<file path="src/rtl/id_ex_stage.sv">
// ID/EX pipeline register with EX-stage operand forwarding and load-use detection.
module id_ex_stage #(
  parameter int unsigned DATA_WIDTH = 32,
  parameter int unsigned OP_WIDTH   = 4
) (
  input  logic                  iClk,
  input  logic                  iRstN,
  input  logic                  iStall,
  input  logic                  iFlush,
  input  logic                  iValid,
  input  logic [OP_WIDTH-1:0]   iALUControl,
  input  logic [DATA_WIDTH-1:0] iRD1,
  input  logic [DATA_WIDTH-1:0] iRD2,
  input  logic [DATA_WIDTH-1:0] iImmExt,
  input  logic [DATA_WIDTH-1:0] iPC,
  input  logic                  iALUSrcA,
  input  logic                  iALUSrcB,
  input  logic [4:0]            iRs1,
  input  logic [4:0]            iRs2,
  input  logic [4:0]            iRd,
  input  logic                  iRegWrite,
  input  logic                  iMemWrite,
  input  logic [1:0]            iResultSrc,
  input  logic [4:0]            iMemRd,
  input  logic [4:0]            iWbRd,
  input  logic                  iMemRegWrite,
  input  logic                  iWbRegWrite,
  input  logic [DATA_WIDTH-1:0] iMemALUResult,
  input  logic [DATA_WIDTH-1:0] iWbResult,
  output logic                  oValid,
  output logic [OP_WIDTH-1:0]   oALUControl,
  output logic [DATA_WIDTH-1:0] oSrcA,
  output logic [DATA_WIDTH-1:0] oSrcB,
  output logic [DATA_WIDTH-1:0] oStoreData,
  output logic [DATA_WIDTH-1:0] oPC,
  output logic [4:0]            oRd,
  output logic                  oRegWrite,
  output logic                  oMemWrite,
  output logic [1:0]            oResultSrc,
  output logic                  oLoadUse
);

  localparam logic [1:0] RESULT_LOAD = 2'b01;

  logic                  alu_src_a_q;
  logic                  alu_src_b_q;
  logic [DATA_WIDTH-1:0] rd1_q;
  logic [DATA_WIDTH-1:0] rd2_q;
  logic [DATA_WIDTH-1:0] imm_q;
  logic [4:0]            rs1_q;
  logic [4:0]            rs2_q;
  logic [DATA_WIDTH-1:0] fwd_a;
  logic [DATA_WIDTH-1:0] fwd_b;

  // EX register: reset > flush (bubble) > stall (hold) > capture.
  always_ff @(posedge iClk) begin
    if (!iRstN) begin
      oValid      <= 1'b0;
      oRegWrite   <= 1'b0;
      oMemWrite   <= 1'b0;
      oResultSrc  <= 2'b00;
      oRd         <= 5'd0;
      oALUControl <= '0;
      oPC         <= '0;
      rd1_q       <= '0;
      rd2_q       <= '0;
      imm_q       <= '0;
      rs1_q       <= 5'd0;
      rs2_q       <= 5'd0;
      alu_src_a_q <= 1'b0;
      alu_src_b_q <= 1'b0;
    end else if (iFlush) begin
      oValid    <= 1'b0;
      oRegWrite <= 1'b0;
      oMemWrite <= 1'b0;
    end else if (!iStall) begin
      oValid      <= iValid;
      oRegWrite   <= iRegWrite & iValid;
      oMemWrite   <= iMemWrite & iValid;
      oResultSrc  <= iResultSrc;
      oRd         <= iRd;
      oALUControl <= iALUControl;
      oPC         <= iPC;
      rd1_q       <= iRD1;
      rd2_q       <= iRD2;
      imm_q       <= iImmExt;
      rs1_q       <= iRs1;
      rs2_q       <= iRs2;
      alu_src_a_q <= iALUSrcA;
      alu_src_b_q <= iALUSrcB;
    end
  end

  // Forwarding muxes: MEM result wins over WB result; x0 is never forwarded.
  always_comb begin
    fwd_a = rd1_q;
    fwd_b = rd2_q;
    if (iMemRegWrite && (iMemRd != 5'd0) && (iMemRd == rs1_q)) begin
      fwd_a = iMemALUResult;
    end else if (iWbRegWrite && (iWbRd != 5'd0) && (iWbRd == rs1_q)) begin
      fwd_a = iWbResult;
    end
    if (iMemRegWrite && (iMemRd != 5'd0) && (iMemRd == rs2_q)) begin
      fwd_b = iMemALUResult;
    end else if (iWbRegWrite && (iWbRd != 5'd0) && (iWbRd == rs2_q)) begin
      fwd_b = iWbResult;
    end
  end

  // Operand selection and load-use hazard detection against the decode indices.
  always_comb begin
    oSrcA      = alu_src_a_q ? oPC : fwd_a;
    oSrcB      = alu_src_b_q ? imm_q : fwd_b;
    oStoreData = fwd_b;
    oLoadUse   = oValid && (oResultSrc == RESULT_LOAD) && (oRd != 5'd0) &&
                 ((oRd == iRs1) || (oRd == iRs2));
  end

endmodule

</file>
<file path="config.mk">
export PLATFORM = sky130hd
export DESIGN_NAME = id_ex_stage
export DESIGN_NICKNAME = d
export VERILOG_FILES = /design/src/rtl/id_ex_stage.sv
export SDC_FILE = /design/constraint.sdc
export NUM_CORES = 1
export LEC_CHECK = 0
export BUFFER_PORTS_ARGS = -buffer_cell sky130_fd_sc_hd__buf_4
export CAP_MARGIN = 30
export CORE_MARGIN = 2
export CORE_UTILIZATION = 40
export CTS_CLUSTER_DIAMETER = 60
export CTS_CLUSTER_SIZE = 30
export DETAILED_ROUTE_END_ITERATION = 16
export PLACE_DENSITY_LB_ADDON = 0.1
export SETUP_SLACK_MARGIN = 0.15
export SLEW_MARGIN = 10
export SYNTH_ARGS = -nofsm -noshare
export SYNTH_HDL_FRONTEND = slang
export SYNTH_SLANG_ARGS = --single-unit
export TNS_END_PERCENT = 1
</file>
<file path="constraint.sdc">
create_clock -name iClk -period 2.3 [get_ports iClk]
set_input_delay 0.115 -clock iClk [delete_from_list [all_inputs] [get_ports iClk]]
set_output_delay 0.115 -clock iClk [all_outputs]
set_load 0.05 [all_outputs]
</file>
# ---- Word-level counts from Yosys, hierarchy flattened
# Cells that the tools add are included.
dict set report totals {
  wordCells 47
  output_inout_bits 143
  register_bits 154
  in_bits 234
}
dict set report op_classes {
  bitwise 5
  reduce_logical 15
  eq_ne 7
  mux 6
}
# operator n
set op_table {}
lappend op_table {{$mux 32} 6}
lappend op_table {{$eq 5x5->1} 6}
lappend op_table {{$reduce_bool 5->1} 3}
lappend op_table {{$logic_and 1x1->1} 9}
lappend op_table {{$not 1->1} 3}
lappend op_table {{$and 1x1->1} 2}
lappend op_table {{$eq 2x1->1 const B} 1}
lappend op_table {{$reduce_and 2->1} 1}
lappend op_table {{$reduce_or 2->1} 1}
lappend op_table {{$logic_or 1x1->1} 1}

# ---- Logic depth before layout (Yosys ltp)
# Gate-level depths: netlist of the first run.
dict set report depth {
  word_depth 6
  depth_mapped 7
}

# ---- Worst setup path after synthesis of the first run
# OpenSTA, ideal clock, no wires.
dict set report synth_timing {
  kind {reg-to-output}
  from {register oRd[3]}
  to {output oLoadUse}
  t_arrival_ns 3.627
  required_ns 2.185
  path_stages_with_launch 6
  setup_slack_ns -1.442
  cell_sequence {dfxtp_1 -> xnor2_1 -> nand3_1 -> nor3_1 -> a31oi_1 -> a2111oi_0}
}
dict set report synth_between {
  elab_chain_cells 3
  word_cells_on_any_way 6
  classes_between {2 x eq/ne; 4 x reduce/logical}
}
# item line
set synth_rtl {}
lappend synth_rtl {{start, declared} 36} ;# output logic [4:0] oRd,
lappend synth_rtl {{start signal, assigned} 81} ;# oRd <= iRd;
lappend synth_rtl {{$eq 5x5->1 / $reduce_bool 5->1 (equally long branches)} {116, 115}}
lappend synth_rtl {{$logic_or 1x1->1 / $logic_and 1x1->1 (equally long branches)} {116, 115}}
lappend synth_rtl {{$logic_and 1x1->1 (*)} 115} ;# oLoadUse = oValid && (oResultSrc == RESULT_LOAD) && (oRd != 5'd0) &&
lappend synth_rtl {{end, declared} 40} ;# output logic oLoadUse
# Mark *: on every way between the ends. The rest lies on a longest branch, timed or not.

# ---- Final worst setup path of the first run
dict set report layout_timing {
  from {register rs2_q[4]}
  to {output oStoreData[3]}
}
dict set report layout_between {
  elab_chain_cells 4
  word_cells_on_any_way 6
  classes_between {2 x eq/ne; 2 x mux; 2 x reduce/logical}
}
# item line
set layout_rtl {}
lappend layout_rtl {{start, declared} 51} ;# logic [4:0] rs2_q;
lappend layout_rtl {{start signal, assigned} 88} ;# rs2_q <= iRs2;
lappend layout_rtl {{$eq 5x5->1} 105} ;# end else if (iWbRegWrite && (iWbRd != 5'd0) && (iWbRd == rs2_q)) begin
lappend layout_rtl {{$logic_and 1x1->1} 105}
lappend layout_rtl {{$mux 32} 105}
lappend layout_rtl {{$mux 32 (*)} 103} ;# if (iMemRegWrite && (iMemRd != 5'd0) && (iMemRd == rs2_q)) begin
lappend layout_rtl {{end, declared} 34} ;# output logic [DATA_WIDTH-1:0] oStoreData,
# Marked as above.

==> results of run 1 <==
layer usage:
metal | wire [um] | vias up
met5 | 13 | -
met4 | 1050 | 2
met3 | 2480 | 63
met2 | 18300 | 431
met1 | 15100 | 4810
li1 | - | 4873
worst max-delay path, delay by kind of cell, from the launching register on:
family	cells	cell delay, ps
AO/OA/AOI/OAI	2	380
buffers and inverters	2	400
AND/OR/NAND/NOR	3	760
flip-flops	1	380
power by group:
group	internal (mW)	switching (mW)
sequential	2.79	0.125
combinational	1.04	1.31
clock	2.13	1.19
final cells by class:
class / count / area, um2
flip-flops and latches: 154 / 3100
diodes: 2 / 5.00
multi-input cells: 870 / 5820
fillers: 1620 / 5840
well taps: 275 / 344
clock inverters: 12 / 249
inverters: 36 / 135
clock buffers: 17 / 425
repair buffers: 572 / 5180
logic make-up after synthesis:
kind of cell,share of synthesized area (%)
simple gates,24.9
compound gates,29.5
flops,35.7
buf+inv,6.52
xor+xnor,2.94
mux,0.464
cell usage after synthesis, drive strengths merged:
master | number | area (um2)
nor2b | 1 | 6.26
o2111ai | 1 | 8.76
a22oi | 2 | 15.0
a21oi | 6 | 33.8
a31oi | 1 | 6.26
o211ai | 2 | 25.0
or2 | 4 | 25.0
or3 | 1 | 6.26
nand2 | 364 | 1370
a2111oi | 1 | 8.76
nand3 | 3 | 15.0
nor3 | 39 | 195
buf | 20 | 143
o211a | 1 | 10.0
or4 | 2 | 18.8
dfxtp | 154 | 3080
a221oi | 31 | 453
clkbuf | 76 | 285
xor2 | 5 | 43.8
and2 | 1 | 6.26
nand2b | 1 | 6.26
nor2 | 129 | 489
nand4 | 2 | 12.5
inv | 36 | 135
a21boi | 151 | 1130
o31ai | 61 | 608
a211oi | 32 | 240
xnor2 | 24 | 210
mux2i | 4 | 40.0
state kept, by name, summed over array words and instances (netlist names):
register and count:
oMemWrite 1, rd2_q 32, oPC 32, imm_q 32, oRd 5, oResultSrc 2
rs1_q 5, oRegWrite 1, oALUControl 4, alu_src_b_q 1, rs2_q 5, alu_src_a_q 1
rd1_q 32, oValid 1
timing repair:
action                                  in CTS  in global routing
setup buffers                                6                  2
endpoints found under the setup margin      96                 97
hold buffers                               154                  0
pin swaps                                   31                 43
endpoints found under the hold margin      153                  0
gates cloned                                 2                  3
gates resized for setup                     57                 99
how the worst min path moves through the flow:
stage / from / to / slack [ps] / depth (start not counted)
after floorplan: iStall / oValid$_SDFFE_PP0N_ / 260 / 2
after global placement: iRegWrite / oRegWrite$_SDFFE_PP0N_ / 350 / 3
after global routing: iImmExt[10] / imm_q[10]$_SDFFE_PN0P_ / 20 / 3
final: iImmExt[10] / imm_q[10]$_SDFFE_PN0P_ / 30 / 3
after CTS: iImmExt[10] / imm_q[10]$_SDFFE_PN0P_ / 10 / 3
after detailed placement: iRegWrite / oRegWrite$_SDFFE_PP0N_ / 360 / 3
==> flow_summary_export.csv, run 1 <==
group,metric,value,unit
pwr,power_density,562,nW/um2
worst_setup_path,slowest_stage,"or3_4",
final_layout,final_layout_size_suffix_gt1_share,37.2,%
sta,worst_slack,-171,ps
logic_synthesis,netlist-cell-type-count,37,
logic_synthesis,syn-instance-count,1155,
place,place_inst,1740,
clock_tree,clk_path_buf_depth,2,
final_layout,layout_commonest_cell,"nand2_1",
logic_synthesis,syn_nets,1389,
place,io_buffers,376,
worst_setup_path,critPathKind,"reg -> out",
sta,hold_viol,0,
sta,slew_headroom,56.8,%
sta,fmax,405,MHz
detailed_routing,drt-total-wl,37000,um
final_layout,layoutNonFillerInstCount,1938,
worst_setup_path,worstReg2RegStart,"alu_src_b_q$_SDFFE_PN0P_",
pwr,p_leak,6.36,nW
sta,tightest_slew,649,ps
logic_synthesis,seq_area_frac_synth,35.7,%
worst_setup_path,critPathCaptureType,"primary output",
die,io_pins,377,
detailed_routing,ant_nets,0,
global_route,grt_max_degree,105,
worst_setup_path,endpoint,"oStoreData[3]",
global_route,use_met1,38.1,%
clock_tree,cts_tree,"done",
global_route,gr-total-overflow,0,
die,coreArea,21100,um2
sta,slew_viol_final,0,
final_layout,fin_util,72.3,%
detailed_routing,post-route-drc-count,0,
global_route,grt_pass1_vias,9847,
worst_setup_path,crit_path_cell_trace,"and2_4 -> a21oi_4 -> or3_4 -> buf_6 -> a221oi_4 -> nor2_1 -> buf_4",
detailed_routing,dr_total_vias,10179,
global_route,grt_pass1_wl,53800,um
die,dieArea,22800,um2
sta,setup_viol_count_final,96,
clock_tree,cts-htree-levels,4,
logic_synthesis,synth-warning-count,0,
place,dp_slack,35.2,ps
min_path,hold_class,"in -> reg",
sta,clock_skew,0,ps
place,gp_congestion,0.876,
global_route,antenna_found_initial,3,
worst_setup_path,startpoint,"rs2_q[4]$_SDFFE_PN0P_",
detailed_routing,vias_per_cell,5.25,
pwr,totalPowerFinal,8.58,mW
clock_tree,cts.clk_slew.worst_paths,60,ps
final_layout,fin_area,15300,um2
clock_tree,cts_buffers,17,
final_layout,nNetsFinal,1885,
logic_synthesis,synth_seq_cells,154,
place,hpwl,23700,um
sta,rsz0062_at_grt,"true",
clock_tree,clock_latency,420,ps
worst_setup_path,reg2regPathDepth,3,
die,start_util,40.9,%
outcome,violations,"negative setup slack",
outcome,status,"finished, violations left",
worst_setup_path,rrSetupSlack,890,ps
worst_setup_path,cp-start-kind,"flop",
worst_setup_path,r2r-end,"alu_src_b_q$_SDFFE_PN0P_",
sta,period_minus_slack,2470,ps
die,die_w,151,um
die,rows,53,
final_layout,mostFrequentLayoutCells,"nand2_1 (364), buf_4 (345), dlygate4sd3_1 (154)",
global_route,met2_usage,51.9,%
place,place_area,12000,um2
global_route,grt_usage,30.5,%
sta,setup_tns,-10370,ps
sta,period_share,107,%
pwr,ir_worst_vdd,477,uV
sta,timing.hold.ws,29.5,ps
clock_tree,cts_root_buffer,"clkbuf_16",
detailed_routing,firstDrtPassIters,5,
global_route,busiest_layer,"met2",
logic_synthesis,synth_area,8630,um2
flow_run,max_cap_violations,0,
global_route,met3_usage,5.93,%
die,chipHeight,151,um
logic_synthesis,avgSynthCellArea,7.47,um2
clock_tree,cts_num_sinks,154,
final_layout,area_growth,76.7,%
worst_setup_path,crit_fanout,6,
worst_setup_path,critPathMaxStageDelay,490,ps
worst_setup_path,worstPathArrival,2360,ps
worst_setup_path,crit_required,2180,ps
detailed_routing,drt-initial-drc-count,505,
detailed_routing,wl_per_cell,19.1,um
(Power assumes the default switching activity.)
==> run 2: changes to the inputs <==
- CORE_ASPECT_RATIO: default -> 0.5
==> run 2 against run 1 <==
Against the previous run:
- the flow still finishes with violations (negative setup slack)
- sequential cell count unchanged
- global-route usage up 1.5 points
- clock power down 15%
- via count up 2.5%
- worst hold slack worse by 2.8 ps
- critical path type unchanged
- largest cell class unchanged
- highest routed layer is now met4
==> flow_summary_export.csv, run 2 (same netlist as run 1, synthesis figures left out) <==
group,metric,value,unit
worst_setup_path,reg2regPathDepth,3,
detailed_routing,met3_length,2740,um
min_path,hold_class,"in -> reg",
clock_tree,cts_num_sinks,154,
place,hpwl,25400,um
worst_setup_path,crit_fanout,10,
sta,period_share,114,%
place,io_buffers,376,
final_layout,multi_input_area,5610,um2
clock_tree,clk_path_buf_depth,2,
final_layout,mostFrequentLayoutCells,"nand2_1 (364), buf_4 (351), dlygate4sd3_1 (154)",
pwr,ir_worst_vdd,504,uV
final_layout,fillCellCount,1554,
worst_setup_path,critPathCaptureType,"primary output",
detailed_routing,post-route-drc-count,0,
flow_run,max_cap_violations,0,
global_route,antenna_found_initial,0,
place,gp_congestion,0.920,
clock_tree,cts.clk_slew.worst_paths,70,ps
global_route,grt_usage,31.9,%
detailed_routing,firstDrtPassIters,5,
global_route,grt_pass1_wl,56000,um
die,chipHeight,108,um
detailed_routing,wl_met1,15500,um
sta,setup_viol_count_final,96,
sta,worst_slack,-315,ps
worst_setup_path,startpoint,"rs2_q[1]$_SDFFE_PN0P_",
clock_tree,cts_tree,"done",
sta,slew_headroom,52.0,%
sta,hold_viol,0,
sta,slew_viol_final,0,
clock_tree,cts_root_buffer,"clkbuf_16",
detailed_routing,wl_per_cell,19.6,um
final_layout,fin_util,71.4,%
worst_setup_path,cp-start-kind,"flop",
worst_setup_path,worstReg2RegStart,"alu_src_b_q$_SDFFE_PN0P_",
final_layout,diodes,0,
detailed_routing,ant_nets,0,
place,place_area,12000,um2
detailed_routing,wl_met2,18400,um
worst_setup_path,r2r-end,"alu_src_b_q$_SDFFE_PN0P_",
sta,rsz0062_at_grt,"true",
die,die_w,212,um
detailed_routing,dr_total_vias,10438,
worst_setup_path,worstPathArrival,2500,ps
clock_tree,clock_latency,430,ps
detailed_routing,vias_per_cell,5.40,
final_layout,final_layout_size_suffix_gt1_share,35.5,%
pwr,p_leak,6.20,nW
final_layout,area_growth,72.4,%
final_layout,nNetsFinal,1881,
sta,clock_skew,0,ps
worst_setup_path,crit_required,2180,ps
pwr,power_density,543,nW/um2
die,coreArea,20800,um2
global_route,gr-total-overflow,0,
sta,period_minus_slack,2620,ps
outcome,status,"finished, violations left",
final_layout,fin_area,14900,um2
final_layout,layout_commonest_cell,"nand2_1",
clock_tree,cts_buffers,17,
sta,tightest_slew,720,ps
detailed_routing,top_layer_used,"met4",
worst_setup_path,endpoint,"oSrcB[20]",
clock_tree,cts-htree-levels,4,
global_route,grt_max_degree,71,
die,rows,37,
die,dieArea,22800,um2
sta,timing.hold.ws,26.7,ps
outcome,violations,"negative setup slack",
worst_setup_path,critPathKind,"reg -> out",
die,start_util,41.4,%
sta,fmax,382,MHz
detailed_routing,drt-total-wl,37800,um
final_layout,seq_area,3100,um2
worst_setup_path,rrSetupSlack,940,ps
detailed_routing,drt-initial-drc-count,859,
global_route,grt_pass1_vias,10424,
sta,setup_tns,-15300,ps
die,io_pins,377,
-- run 2: power by group --
group | internal (mW) | switching (mW) | total, mW
Clock | 1.54 | 1.28 | 2.82
Combinational | 1.03 | 1.31 | 2.33
Sequential | 2.79 | 0.130 | 2.92
-- run 2: worst max-delay path, stage by stage (launching register included) --
cell	delay, ps
dfxtp_2	360
xnor2_2	170
nand2_1	110
or3_4	500
buf_16	220
mux2i_1	160
a221oi_2	330
buf_6	210
-- run 2: how the worst min path moves through the flow --
| stage | startpoint | end | slack [ps] | depth (start not counted) |
|---|---|---|---|---|
| after detailed placement | iRegWrite | oRegWrite$_SDFFE_PP0N_ | 360 | 3 |
| after floorplan | iStall | oValid$_SDFFE_PP0N_ | 260 | 2 |
| after global placement | iMemWrite | oMemWrite$_SDFFE_PP0N_ | 350 | 3 |
| after CTS | iStall | oValid$_SDFFE_PP0N_ | 1 | 3 |
| after global routing | iStall | oValid$_SDFFE_PP0N_ | 20 | 3 |
| final | iStall | oValid$_SDFFE_PP0N_ | 30 | 3 |
-- run 2: layer usage --
| metal | vias to the layer above | track usage, % |
|---|---|---|
| met5 | - | 0 |
| met4 | 0 | 12.6 |
| met3 | 99 | 6.86 |
| met2 | 497 | 55.2 |
| met1 | 4966 | 39.0 |
| li1 | 4876 | - |
-- run 2: area by class of cell --
type                       instances  share of cell area, %
clock buffer                      18                   2.95
clock inverter                    14                  0.917
inverter                          36                  0.908
multi-input combinational        870                   37.7
sequential                       154                   20.9
tap                              273                   2.30
timing repair buffer             568                   34.4
-- run 2: repair_timing --
action / 4_1_cts / 5_1_grt
pin swaps: 25 / 21
setup buffers: 9 / 0
gates cloned: 2 / 1
setup endpoints to repair: 97 / 97
hold buffers: 154 / 0
gates resized for setup: 59 / 48
hold endpoints to repair: 152 / 0
-- run 2: per-stage QoR --
step           total power, mW  instances  setup slack, ps
6_report                  8.07       1933             -315
5_1_grt                   8.35       1933             -357
4_1_cts                   8.00       1932             -226
3_5_place_dp              4.91       1735            -75.5
3_3_place_gp              4.88       1734             -162
2_1_floorplan             4.08       1155             -233
==> run 3: changes to the inputs <==
- TNS_END_PERCENT: 1 -> default
==> run 3 against run 2 <==
Against the previous run:
- the flow still finishes with violations (negative setup slack)
- design area grew 17%
- wire length grew 16%
- worst setup slack lost 54 ps
- clock power grew 1%
- maximum frequency shrank 2.0%
- cell count grew 3.4%
- highest routed layer is now met5
- worst hold slack gained 10 ps
- critical path depth grew 1
- sequential power is essentially flat
- combinational power grew 21%
- power grew 6.7%
==> flow_summary_export.csv, run 3 (same netlist as run 1, synthesis figures left out) <==
group,metric,value,unit
outcome,violations,"negative setup slack",
pwr,switchingPower,2.81,mW
sta,period_share,116,%
pwr,seqPwrFrac,33.9,%
pwr,swShare,32.7,%
final_layout,layout_commonest_cell,"nand2_1",
place,gp_congestion,0.888,
detailed_routing,drt-total-wl,43900,um
final_layout,mostFrequentLayoutCells,"nand2_1 (363), buf_4 (327), dlygate4sd3_1 (153)",
pwr,power_density,496,nW/um2
min_path,hold_class,"in -> reg",
pwr,ir_worst_vdd,480,uV
clock_tree,clk_path_buf_depth,2,
final_layout,multi_input_area,6980,um2
worst_setup_path,worstPathArrival,2550,ps
detailed_routing,ant_nets,0,
clock_tree,cts.clk_slew.worst_paths,60,ps
worst_setup_path,critPathMaxStageDelay,520,ps
final_layout,layoutNonFillerInstCount,1999,
global_route,grt_max_degree,59,
detailed_routing,post-route-drc-count,0,
sta,tightest_slew,689,ps
final_layout,final_layout_size_suffix_gt1_share,44.9,%
pwr,intPower,5.80,mW
final_layout,seq_area,3110,um2
die,dieArea,22800,um2
sta,worst_slack,-370,ps
worst_setup_path,slowest_stage,"or3_4",
detailed_routing,dr_total_vias,11129,
sta,fmax,375,MHz
die,coreArea,20800,um2
worst_setup_path,crit_fanout,5,
sta,rsz0062_at_grt,"true",
clock_tree,cts_buffers,17,
worst_setup_path,critPathTopFamily,"simple AND/OR/NAND/NOR gates",
clock_tree,cts-htree-levels,4,
pwr,clkPwrFrac,33.2,%
detailed_routing,wl_per_cell,22.0,um
die,start_util,41.4,%
worst_setup_path,cp-start-kind,"flop",
final_layout,area_growth,101,%
sta,slew_viol_final,0,
worst_setup_path,critPathCaptureType,"primary output",
detailed_routing,vias_per_cell,5.57,
clock_tree,cts_num_sinks,154,
global_route,grt_pass1_wl,64100,um
flow_run,max_cap_violations,0,
sta,period_minus_slack,2670,ps
detailed_routing,firstDrtPassIters,5,
min_path,hold_start,"iFlush",
place,place_inst,1771,
die,die_w,212,um
sta,hold_viol,0,
global_route,antenna_found_initial,2,
detailed_routing,drt-initial-drc-count,972,
sta,slew_headroom,54.0,%
worst_setup_path,startpoint,"rs2_q[2]$_SDFFE_PN0P_",
clock_tree,cts_tree,"done",
pwr,p_leak,7.14,nW
worst_setup_path,critPathKind,"reg -> out",
sta,setup_tns,-22780,ps
worst_setup_path,worstReg2RegStart,"alu_src_a_q$_SDFFE_PN0P_",
worst_setup_path,path_buf_inv,3,
place,io_buffers,376,
global_route,grt_pass1_vias,11251,
die,io_pins,377,
outcome,status,"finished, violations left",
global_route,gr-total-overflow,0,
sta,clock_skew,0,ps
pwr,pwr-share-comb,32.8,%
place,hpwl,26700,um
sta,setup_viol_count_final,96,
die,rows,37,
clock_tree,cts_root_buffer,"clkbuf_16",
final_layout,nNetsFinal,1948,
final_layout,fillCellCount,1153,
clock_tree,clock_latency,430,ps
die,chipHeight,108,um
worst_setup_path,crit_path_cell_trace,"xnor2_2 -> nand3_2 -> or3_4 -> buf_16 -> mux2i_1 -> buf_4 -> a221oi_4 -> buf_6",
worst_setup_path,crit_required,2180,ps
global_route,grt_usage,37.4,%
==> run 3: changes by cell type in the layout (fill, tap and decap cells not counted), sizes merged <==
cell,delta
bufinv,+1
inv,-8
clkinvlp,-2
buf,+67
clkbuf,+6
diode,+1
dlygate4sd3,-1
clkinv,+2
==> run 3: final cells by class <==
| type | instances | share of cell area, % |
|---|---|---|
| inverter | 36 | 0.778 |
| timing repair buffer | 635 | 35.8 |
| sequential | 154 | 17.9 |
| antenna | 1 | 0.0144 |
| tap | 273 | 1.97 |
| multi-input combinational | 870 | 40.2 |
| clock inverter | 7 | 0.519 |
| clock buffer | 23 | 2.87 |
==> run 3: layer usage <==
| layer | GRT usage [%] | share of wire (%) | vias to the layer above |
|---|---|---|---|
| li1 | - | - | 5008 |
| met1 | 45.9 | 41 | 5435 |
| met2 | 61.4 | 47 | 558 |
| met3 | 10.4 | 8.5 | 126 |
| met4 | 17.0 | 3.6 | 2 |
| met5 | 0 | 0.020 | - |
==> run 3: metrics by stage <==
stage          power [mW]  instance area, um2  setup slack, ps  hold WS, ps  util, %
2_1_floorplan        4.20                9410            -79.5          256        -
3_3_place_gp         5.07               12800             -228          352     61.7
3_5_place_dp         5.10               12900            -76.4          366     61.9
4_1_cts              8.47               16700             -321         14.2     80.2
5_1_grt              8.86               17400             -415         47.3     83.4
6_report             8.62               17400             -370         36.8     83.4
==> run 3: final timing paths <==
kind | end | slack, ps | cells past startpoint
max | oSrcB[15] | -370 | 8
max reg2reg | alu_src_a_q$_SDFFE_PN0P_ | 930 | 3
min reg2reg | imm_q[18]$_SDFFE_PN0P_ | 470 | 2
min | oMemWrite$_SDFFE_PP0N_ | 40 | 3
==> run 3: power groups by stage <==
| stage | Clock, mW | Sequential [mW] | Combinational (mW) |
|---|---|---|---|
| after floorplan | 0 | 3.04 | 1.16 |
| after global placement | 0 | 2.95 | 2.12 |
| after detailed placement | 0 | 2.95 | 2.15 |
| after CTS | 2.88 | 2.91 | 2.67 |
| after global routing | 2.98 | 2.93 | 2.94 |
| final | 2.86 | 2.92 | 2.83 |
==> run 3: what timing repair did <==
action                     CTS  global route
gates resized for setup    239           111
setup endpoints to repair   96            97
setup buffers               23             7
cloned                      12             2
hold endpoints to repair   152             0
hold buffers               153             0
pin swaps                  116            68
==> run 3: worst min-delay path: stages <==
cell	delay [ps]
buf_4	110
nand2b_1	140
nor2_1	60
